===== src/rtl/regfile_wb_arbiter.sv =====
// Per-source FIFO and two-source round-robin writeback arbiter for the register file write port.
// Uncontended: accept at edge k, wr_en high after edge k+1. Ready comes only from the registered count.
module regfile_wb_fifo #(
  parameter int WIDTH     = 37,
  parameter int DEPTH     = 2,
  parameter int CNT_WIDTH = 2
) (
  input  logic                 clk,
  input  logic                 rst_n,
  input  logic                 push,
  input  logic                 pop,
  input  logic [WIDTH-1:0]     din,
  output logic [WIDTH-1:0]     head,
  output logic [CNT_WIDTH-1:0] count,
  output logic                 ready,
  output logic                 nonempty
);
  localparam int PTR_WIDTH = $clog2(DEPTH);

  logic [WIDTH-1:0]     mem [DEPTH];
  logic [PTR_WIDTH-1:0] wr_ptr;
  logic [PTR_WIDTH-1:0] rd_ptr;

  assign ready    = (count != CNT_WIDTH'(DEPTH));
  assign nonempty = (count != '0);
  assign head     = mem[rd_ptr];

  // Storage is not reset; a zero count makes every stale entry unreachable.
  always_ff @(posedge clk) begin
    if (push) mem[wr_ptr] <= din;
  end

  always_ff @(posedge clk or negedge rst_n) begin
    if (!rst_n) begin
      wr_ptr <= '0;
      rd_ptr <= '0;
      count  <= '0;
    end else begin
      if (push) wr_ptr <= wr_ptr + PTR_WIDTH'(1);
      if (pop)  rd_ptr <= rd_ptr + PTR_WIDTH'(1);
      if (push && !pop)      count <= count + CNT_WIDTH'(1);
      else if (pop && !push) count <= count - CNT_WIDTH'(1);
    end
  end
endmodule

module regfile_wb_arbiter #(
  parameter int DATA_WIDTH = 32,
  parameter int NUM_REGS   = 32,
  parameter int ADDR_WIDTH = $clog2(NUM_REGS),
  parameter int FIFO_DEPTH = 2,
  parameter int CNT_WIDTH  = $clog2(FIFO_DEPTH + 1)
) (
  input  logic                  clk,
  input  logic                  rst_n,
  input  logic                  src0_valid,
  output logic                  src0_ready,
  input  logic [ADDR_WIDTH-1:0] src0_addr,
  input  logic [DATA_WIDTH-1:0] src0_data,
  input  logic                  src1_valid,
  output logic                  src1_ready,
  input  logic [ADDR_WIDTH-1:0] src1_addr,
  input  logic [DATA_WIDTH-1:0] src1_data,
  output logic                  wr_en,
  output logic [ADDR_WIDTH-1:0] wr_addr,
  output logic [DATA_WIDTH-1:0] wr_data,
  output logic [CNT_WIDTH-1:0]  src0_count,
  output logic [CNT_WIDTH-1:0]  src1_count
);
  typedef struct packed {
    logic [ADDR_WIDTH-1:0] addr;
    logic [DATA_WIDTH-1:0] data;
  } wb_t;

  wb_t  in0, in1, head0, head1;
  logic push0, push1, avail0, avail1;
  logic gnt0, gnt1;
  logic last_grant;

  assign in0   = '{addr: src0_addr, data: src0_data};
  assign in1   = '{addr: src1_addr, data: src1_data};
  assign push0 = src0_valid && src0_ready;
  assign push1 = src1_valid && src1_ready;

  regfile_wb_fifo #(.WIDTH($bits(wb_t)), .DEPTH(FIFO_DEPTH), .CNT_WIDTH(CNT_WIDTH)) u_fifo0 (
    .clk      (clk),
    .rst_n    (rst_n),
    .push     (push0),
    .pop      (gnt0),
    .din      (in0),
    .head     (head0),
    .count    (src0_count),
    .ready    (src0_ready),
    .nonempty (avail0)
  );

  regfile_wb_fifo #(.WIDTH($bits(wb_t)), .DEPTH(FIFO_DEPTH), .CNT_WIDTH(CNT_WIDTH)) u_fifo1 (
    .clk      (clk),
    .rst_n    (rst_n),
    .push     (push1),
    .pop      (gnt1),
    .din      (in1),
    .head     (head1),
    .count    (src1_count),
    .ready    (src1_ready),
    .nonempty (avail1)
  );

  // On a tie the source that did not win last time is granted.
  assign gnt0 = avail0 && (!avail1 || last_grant);
  assign gnt1 = avail1 && (!avail0 || !last_grant);

  always_ff @(posedge clk or negedge rst_n) begin
    if (!rst_n) begin
      wr_en      <= 1'b0;
      wr_addr    <= '0;
      wr_data    <= '0;
      last_grant <= 1'b1;
    end else begin
      wr_en <= gnt0 || gnt1;
      if (gnt0) begin
        wr_addr    <= head0.addr;
        wr_data    <= head0.data;
        last_grant <= 1'b0;
      end else if (gnt1) begin
        wr_addr    <= head1.addr;
        wr_data    <= head1.data;
        last_grant <= 1'b1;
      end
    end
  end
endmodule


===== config.mk =====
export PLATFORM = sky130hd
export DESIGN_NAME = regfile_wb_arbiter
export DESIGN_NICKNAME = d
export VERILOG_FILES = /design/src/rtl/regfile_wb_arbiter.sv
export SDC_FILE = /design/constraint.sdc
export NUM_CORES = 1
export LEC_CHECK = 0
export ABC_AREA = 1
export BUFFER_PORTS_ARGS = -buffer_cell sky130_fd_sc_hd__buf_2
export CORE_MARGIN = 10
export CORE_UTILIZATION = 32
export CTS_CLUSTER_SIZE = 28
export DETAILED_ROUTE_END_ITERATION = 7
export HOLD_SLACK_MARGIN = 0.08
export PLACE_DENSITY = 0.6
export SETUP_SLACK_MARGIN = 0.4
export SYNTH_ARGS = -nofsm -noshare
export SYNTH_HDL_FRONTEND = slang
export SYNTH_SLANG_ARGS = --single-unit

===== constraint.sdc =====
create_clock -name clk -period 2.6 [get_ports clk]
set_clock_uncertainty 0.2 [all_clocks]
set_input_delay 0.13 -clock clk [delete_from_list [all_inputs] [get_ports clk]]
set_output_delay 0.13 -clock clk [all_outputs]
set_load 0.1 [all_outputs]

; Word level (Yosys, flattened, before mapping)
; Memory sizes are Yosys's and may differ from the RTL's.
; Cells that the tools add are included.
[totals]
register_bits = 47
ramBits = 148
in_bits = 78
out_inout_bits = 44
elab_cells = 59
memories = 2
[classes]
n_addsub = 8
eq_ne = 2
mux = 14
reduce_logical = 23
[memory_table]
columns = memory, depth, width, read_ports, rd_clocked_by_memory_dff, write_ports, line_no
row1 = u_fifo0.mem, 2, 37, 1, 0, 1, 20  ; logic [WIDTH-1:0] mem [DEPTH];
row2 = u_fifo1.mem, 2, 37, 1, 0, 1, 20
[op_table]
columns = op, count
row1 = $mux 32, 2
row2 = $mux 5, 2
row3 = $reduce_bool 2->1, 5
row4 = $logic_and 1x1->1, 8
row5 = $mux 2, 4
row6 = $logic_not 1->1, 7
row7 = $mux 1, 6
row8 = $add 1x1->1 const B, 4
row9 = $add 2x1->2 const B, 2
row10 = $ne 2x2->1 const B, 2
row11 = $sub 2x1->2 const B, 2
row12 = $logic_or 1x1->1, 3

; Depth between registers and ports, before layout
; Gate-level depths: netlist of the first run.
[depth]
word_depth = 7
depth_mapped = 10
mapped_depth_nobuf = 9

; Cells and area by module
; From an unflattened synthesis of the first run, not the netlist that was laid out.
[hier_totals]
cells_unflattened = 614
area_unflattened_um2 = 8162.8
[modules_own_cells]
columns = module, instances, cells_each, area_per_inst_um2, seq_area_each_um2
row1 = regfile_wb_fifo, 2, 140, 2959.1, 2322.2
row2 = regfile_wb_arbiter, 1, 334, 2244.7, 977.2

; Worst setup path after synthesis of the first run
; No wires, ideal clock.
[synth_timing]
path_type = register -> register
from = register u_fifo1.count[0]
to = memory u_fifo1.mem[1][0] (enable)
t_arrival_ns = 3.720
required_time_ns = 1.967
slack_ns = -1.753
path_stages_with_launch = 5
path_buffers = 0
cell_sequence = dfrtp_1 inv_1 nand2_1 nand2_1 nor2_1
[synth_between]
elab_chain_cells = 4
[synth_rtl]
columns = item, line_no
row1 = from (decl), 14  ; output logic [CNT_WIDTH-1:0] count,
row2 = from (signal assigned), 41  ; if (push && !pop) count <= count + CNT_WIDTH'(1);
row3 = from (signal assigned), 42  ; else if (pop && !push) count <= count - CNT_WIDTH'(1);
row4 = $ne 2x2->1, 24  ; assign ready = (count != CNT_WIDTH'(DEPTH));
row5 = via src1_ready, 61  ; output logic src1_ready,
row6 = $logic_and 1x1->1, 83  ; assign push1 = src1_valid && src1_ready;
row7 = $mux 1, 30  ; if (push) mem[wr_ptr] <= din;
row8 = $mux 1 (not written as such), 30
row9 = to (decl), 20
; The timed path passes the listed nets, and every way through them passes these cells.

; Worst setup path in the final report of the first run
[layout_timing]
from = register u_fifo0.count[1]
to = register wr_data[16]
[layout_between]
elab_chain_cells = 5
elab_cells_between_ends = 7
[layout_rtl]
columns = item, line_no
row1 = from (decl), 14
row2 = from (signal assigned), 41
row3 = from (signal assigned), 42
row4 = $reduce_bool 2->1 (*), 25  ; assign nonempty = (count != '0);
row5 = $logic_not 1->1, 111  ; assign gnt1 = avail1 && (!avail0 || !last_grant);
row6 = $logic_or 1x1->1, 111
row7 = $logic_and 1x1->1, 111
row8 = $reduce_bool 2->1 (no line), --
row9 = to (signal assigned), 123  ; wr_data <= head0.data;
row10 = to (signal assigned), 127  ; wr_data <= head1.data;
row11 = to (decl), 66  ; output logic [DATA_WIDTH-1:0] wr_data,
; Every way passes the cells marked *; elsewhere a longest branch is shown, timed or not.
; A chain may end at the register's enable or synchronous reset.

==> impl_metrics.yaml, run 1 <==
grt:
  overflow: 0
  grt_max_degree: 46
  busiest_layer: "met2"
  antenna_found_initial: 1
  grt_use_met2_pct: 22.3
  track_usage_pct: 12.7
  grt_pass1_vias: 5467
  grt_pass1_wl_mm: 30.3
  grt_use_met1_pct: 14.9
  grt.met3_usage_pct: 3.71
layout:
  fillers: 2182
  fin_nets: 929
  utilization_pct: 42.9
  regArea_um2: 5640
  layout-drive-gt1-share_pct: 21.8
  multi_input_area_um2: 1730
  area_growth_syn_to_layout_pct: 31.7
  stdcell_area_um2: 10100
synth:
  netlist_area_um2: 7640
  avgSynthCellArea_um2: 11.8
  yosysTopAreaCell: "edfxtp_1"
  yosys-top-cells-count: "nand2_1 (198), edfxtp_1 (148), nor2_1 (83)"
  yosysMostFrequentCell: "nand2_1"
  yosys_register_bits: 195
  yosysWarningCount: 0
  yosysSeqAreaShare_pct: 73.5
  async_flop_share_pct: 24.1
  synth_edf_count: 148
  synth_cell_type_count: 20
  syn_inst: 647
  synth_nets: 727
  synth.area.top_cells: "edfxtp_1 (58%), dfrtp_1 (15%), nand2_1 (9.7%)"
  ys.flop_type: "edfxtp_1"
  synth_top_area_share_pct: 58.1
route:
  drtAntennaViolNets: 0
  vias: 5074
  avgViaCountPerCell: 4.30
  firstDrtPassIters: 4
  drc_errors: 0
  drt-wirelength-per-cell_um: 15.8
  wirelength_mm: 18.6
  drtIter0Drc: 274
hold_path:
  worstHoldPathType: "input pin to async pin"
die:
  die_h_um: 175
  rows: 56
  core_um2: 23500
  ios: 122
  start_util_pct: 32.6
  die-area_um2: 30500
  die_w_um: 175
cts:
  htree_levels: 4
  clock_sinks: 195
  clock_latency_ns: 0.43
  cts_buffer_depth: 2
  clock-root-buffer: "clkbuf_16"
  cts_setup_buffers: 0
  clk_pin_slew_ns: 0.07
  cts_tree: "built"
  cts_inserted_buffers: 17
setup_path:
  setup.worst_path.start_class: "flip-flop"
  rr_startpoint: "u_fifo0.count[1]"
  worstPathMaxFanout: 38
  startpoint: "u_fifo0.count[1]"
  path_class: "flip-flop to flip-flop"
  cp_data_arrival_time_ns: 1.97
  critPathCaptureType: "flip-flop"
  critPathRequiredTime_ns: 2.72
sta:
  whs_ns: 0.107
  timing.slew.headroom_pct: 50.1
  timing.final.crit_period_ns: 1.85
  setup_tns_ns: 0
  setup_viol: 0
  hold_violations: 0
  drv_slew: 0
  worst_pin_slew_ns: 0.748
  rsz0062_at_grt: "no"
  fin_crit_sh_pct: 71.1
  fmaxAchievable_ghz: 0.541
placement:
  dpl_cell_area_um2: 8710
  routabilityCongestion: 0.703
  hpwl_mm: 11.5
  port_buffers: 121
flow_run:
  cap_violations: 0
status:
  status: "finished, final reports clean"
-- final cells by class --
type	count	share of cell area, %
multi-input cells	371	17.1
inverters	52	1.99
flip-flops and latches	195	56.0
well taps	319	3.97
diodes	1	0.0249
clock inverters	13	1.49
clock buffers	18	4.26
repair buffers	212	15.1
-- cell usage in the layout (no fill, tap or decap), types with 4 or more instances in the layout --
cell type,Yosys,final
nand2_1,198,194
edfxtp_1,148,148
buf_2,8,121
nor2_1,83,79
dlygate4sd3_1,0,77
inv_1,49,48
dfrtp_1,46,40
o21ai_0,38,38
o211ai_1,35,35
clkbuf_16,0,17
buf_4,6,11
nand3_1,5,5
nor2_4,0,4
dfrtp_4,0,4
-- layer usage --
metal  vias up  routed length [µm]
met3        15                 892
met2       109                9450
met4         0                 195
met1      2395                8100
met5         -                   0
li1       2555                   -
-- worst max-delay path, cell delays in order (launching register included) --
cell	delay, ns
dfrtp_4	0.51
inv_1	0.13
nand2_2	0.09
nand2_2	0.08
buf_4	0.36
o21ai_0	0.19
nand2_1	0.11
nand2_1	0.05
-- final timing paths --
check                                endpoint  slack (ns)  cells after the start
min in group clk           u_fifo0.mem[0][23]        0.22                      2
setup reg to reg                  wr_data[16]        0.75                      7
setup / recovery                  wr_data[16]        0.75                      7
hold / removal               u_fifo0.count[1]        0.11                      2
max in group asynchronous         wr_data[29]        1.32                      3
hold reg to reg                    wr_addr[0]        0.27                      2
-- sequential cells by signal, summed over array words and instances (netlist names) --
name,cells
last_grant,1
u_fifo0.count,2
u_fifo0.mem,74
u_fifo0.rd_ptr,1
u_fifo0.wr_ptr,1
u_fifo1.count,2
u_fifo1.mem,74
u_fifo1.rd_ptr,1
u_fifo1.wr_ptr,1
wr_addr,5
wr_data,32
wr_en,1
-- what timing repair did --
action	CTS	global route
gates resized for setup	0	0
endpoints found under the hold margin	186	0
hold buffers	77	0
-- cells by family after synthesis --
kind of cell | after synthesis | synth area share, %
AND/OR/NAND/NOR | 288 | 14.3
flip-flops | 195 | 73.5
adder cells (fa/ha/maj) | 2 | 0.327
buffers and inverters | 81 | 4.99
AO/OA/AOI/OAI | 75 | 6.15
XOR/XNOR | 6 | 0.688
-- metrics by stage --
step | worst slack (ns) | cells
after floorplan | 0.393 | 647
after global placement | 0.734 | 1072
after detailed placement | 0.695 | 1072
after CTS | 0.675 | 1180
after global routing | 0.569 | 1181
final | 0.750 | 1181
Power of run 1 is left out: the tool's default activity adds up to more than one toggle a clock period on the data nets, which glitch-free logic cannot reach.
==> run 2: changes to the inputs <==
--- a/config.mk
+++ b/config.mk
@@ -5,14 +5,14 @@
 export SDC_FILE = /design/constraint.sdc
 export NUM_CORES = 1
 export LEC_CHECK = 0
-export ABC_AREA = 1
+export ABC_AREA = 0
 export BUFFER_PORTS_ARGS = -buffer_cell sky130_fd_sc_hd__buf_2
 export CORE_MARGIN = 10
 export CORE_UTILIZATION = 32
 export CTS_CLUSTER_SIZE = 28
 export DETAILED_ROUTE_END_ITERATION = 7
 export HOLD_SLACK_MARGIN = 0.08
-export PLACE_DENSITY = 0.6
+export PLACE_DENSITY = 0.58
 export SETUP_SLACK_MARGIN = 0.4
 export SYNTH_ARGS = -nofsm -noshare
 export SYNTH_HDL_FRONTEND = slang
==> constraint.sdc (replaced) <==
create_clock -name clk -period 1.9 [get_ports clk]
set_clock_uncertainty 0.2 [all_clocks]
set_input_delay 0.095 -clock clk [delete_from_list [all_inputs] [get_ports clk]]
set_output_delay 0.095 -clock clk [all_outputs]
set_load 0.1 [all_outputs]
==> run 2 against run 1 <==
Compared with the run above:
- the run now ends with hold timing left
- clock-buffer cell count up 1
- final area rose by 15%
- utilization grew 5.0 points
- setup slack worse by 0.65 ns
- critical path type unchanged
==> impl_metrics.yaml, run 2 <==
synth:
  ys.flop_type: "edfxtp_1"
  yosys-top-cells-count: "edfxtp_1 (148), nor3_1 (74), dfrtp_1 (46)"
  yosysSeqAreaShare_pct: 71.9
  yosysMostFrequentCell: "edfxtp_1"
  synth_edf_count: 148
  synth_top_area_share_pct: 56.9
  async_flop_share_pct: 24.1
  yosys_register_bits: 195
  yosysTopAreaCell: "edfxtp_1"
  syn_inst: 489
  synth_cell_type_count: 24
  synth_nets: 569
  yosysWarningCount: 0
  avgSynthCellArea_um2: 16.0
  netlist_area_um2: 7820
  synth.area.top_cells: "edfxtp_1 (57%), dfrtp_1 (15%), mux2_2 (5.3%)"
layout:
  layout_common_cells: "edfxtp_1 (148), dlygate4sd3_1 (77), buf_2 (77), nor3_1 (68), dfrtp_1 (40)"
  utilization_pct: 47.9
  antenna_cells: 0
  top_regs: "u_fifo0.mem: 74 flops, u_fifo1.mem: 74 flops, wr_data: 32 flops"
  stdcell_area_um2: 11600
  final_common_cell: "edfxtp_1"
  area_growth_syn_to_layout_pct: 48.1
  fin_nets: 819
  layout-drive-gt1-share_pct: 41.9
  fillers: 2060
cts:
  cts_buffer_depth: 2
  clock-root-buffer: "clkbuf_16"
  htree_levels: 4
  cts_hold_buf: 77
  clock_latency_ns: 0.44
  clock_sinks: 195
  cts_tree: "built"
  cts_inserted_buffers: 17
  clk_pin_slew_ns: 0.07
setup_path:
  rrSetupSlack_ns: 0.1
  worstPathMaxFanout: 3
  rr_startpoint: "u_fifo0.count[1]"
  reg2reg_depth: 6
  cp_data_arrival_time_ns: 1.96
  path_class: "flip-flop to flip-flop"
  rr_endpoint: "u_fifo1.count[1]"
  critPathCaptureType: "flip-flop"
  critPathRequiredTime_ns: 2.06
  setup.worst_path.start_class: "flip-flop"
status:
  status: "finished with violations"
  violations: "hold timing"
sta:
  timing.final.crit_period_ns: 1.80
  timing.slew.headroom_pct: 61.1
  fin_crit_sh_pct: 94.8
  fmaxAchievable_ghz: 0.555
  whs_ns: -0.00698
  hold_violations: 2
  setup_viol: 0
  worst_pin_slew_ns: 0.583
  drv_slew: 0
  rsz0062_at_grt: "yes"
grt:
  grt_pass1_vias: 5669
  antenna_found_initial: 0
  grt_pass1_wl_mm: 33.5
  grt_max_degree: 38
  overflow: 0
  track_usage_pct: 14.3
route:
  avgViaCountPerCell: 4.96
  drc_errors: 0
  firstDrtPassIters: 5
  highest_layer: "met4"
  met3_length_mm: 1.34
  drtAntennaViolNets: 0
  wirelength_mm: 22.8
  drt-wirelength-per-cell_um: 21.2
  drtIter0Drc: 433
  met2_length_mm: 11.7
  wl_met1_mm: 9.40
  vias: 5339
die:
  rows: 57
  die_w_um: 176
  core_um2: 24200
  start_util_pct: 32.3
  die-area_um2: 31100
  ios: 122
  die_h_um: 176
placement:
  dpl_cell_area_um2: 9090
  port_buffers: 121
  hpwl_mm: 13.9
  routabilityCongestion: 0.756
flow_run:
  cap_violations: 0
pwr:
  power_density_nw_per_um2: 1970
  p_total_mw: 22.8
  ir_worst_vdd_mv: 1.19
  cellLeakagePower_nw: 4.54
hold_path:
  worstHoldPathType: "input pin to async pin"
[run 2: cell count changes after synthesis, sizes merged, moves of 37 or more]
cell / delta
inv: -49
nor2: -77
o21ai: -40
mux2i: +37
a211o: +37
a211oi: +37
mux2: +37
nand2: -198
nor3: +74
[run 2: how the worst max path moves through the flow]
stage	startpoint	to	slack [ns]	depth (start not counted)
floorplan	u_fifo1.count[0]	u_fifo1.mem[0][0]	-0.62	5
global placement	u_fifo0.count[0]	u_fifo1.count[1]	0.04	6
detailed placement	u_fifo0.count[0]	u_fifo0.count[1]	-0.007	7
CTS	u_fifo0.count[1]	u_fifo1.count[1]	0.12	6
global route	u_fifo0.count[1]	u_fifo1.count[1]	0.07	6
finish	u_fifo0.count[1]	u_fifo1.count[1]	0.1	6
[run 2: layer usage]
| metal | vias up | track usage (%) |
|---|---|---|
| met5 | - | 0 |
| met4 | 0 | 4.59 |
| met3 | 27 | 3.63 |
| met2 | 192 | 24.2 |
| met1 | 2696 | 17.5 |
| li1 | 2424 | - |
[run 2: area by class of cell]
cell class                 count  area (µm²)  share of cell area [%]
sequential                   195        5640                    48.7
timing repair buffer         270        2680                    23.1
multi-input combinational    252        2240                    19.3
clock buffer                  19         453                    3.91
tap                          324         405                    3.50
clock inverter                13         149                    1.29
inverter                       3        13.8                   0.119
[run 2: through the flow]
stage / setup TNS (ns) / worst slack, ns / instances
floorplan: -67.81 / -0.624 / 489
global placement: 0 / 0.0359 / 925
detailed placement: -0.00659 / -0.00659 / 925
CTS: 0 / 0.122 / 1060
global route: 0 / 0.0704 / 1076
finish: 0 / 0.0996 / 1076
[run 2: power by group]
group | internal [mW] | switching [mW]
combinational | 4.64 | 7.88
sequential | 6.05 | 0.633
clock | 2.03 | 1.62
[run 2: critical path, stage by stage (launching register included)]
cell	delay, ns
dfrtp_4	0.49
or2_4	0.27
a21o_1	0.19
ha_4	0.16
xor2_1	0.14
nor2_1	0.11
xor2_1	0.15
[run 2: cells by family (layout without fill, tap and decap cells)]
family          count (synthesis)  in the layout  synth area share [%]
mux                            74             74                  10.1
compound gates                 77             77                  7.96
xor+xnor                       10             10                  1.12
flops                         195            195                  71.9
buf+inv                        42            305                  2.93
simple gates                   89             89                  5.68
fa+ha+maj                       2              2                 0.320
[run 2: timing repair]
item,CTS,global route
gates cloned,10,7
gates resized for setup,54,91
pin swaps,8,9
buffers inserted,16,9
endpoints found under the setup margin,234,237
hold endpoints to repair,236,16
No activity file was read; power rests on OpenSTA's default activity.
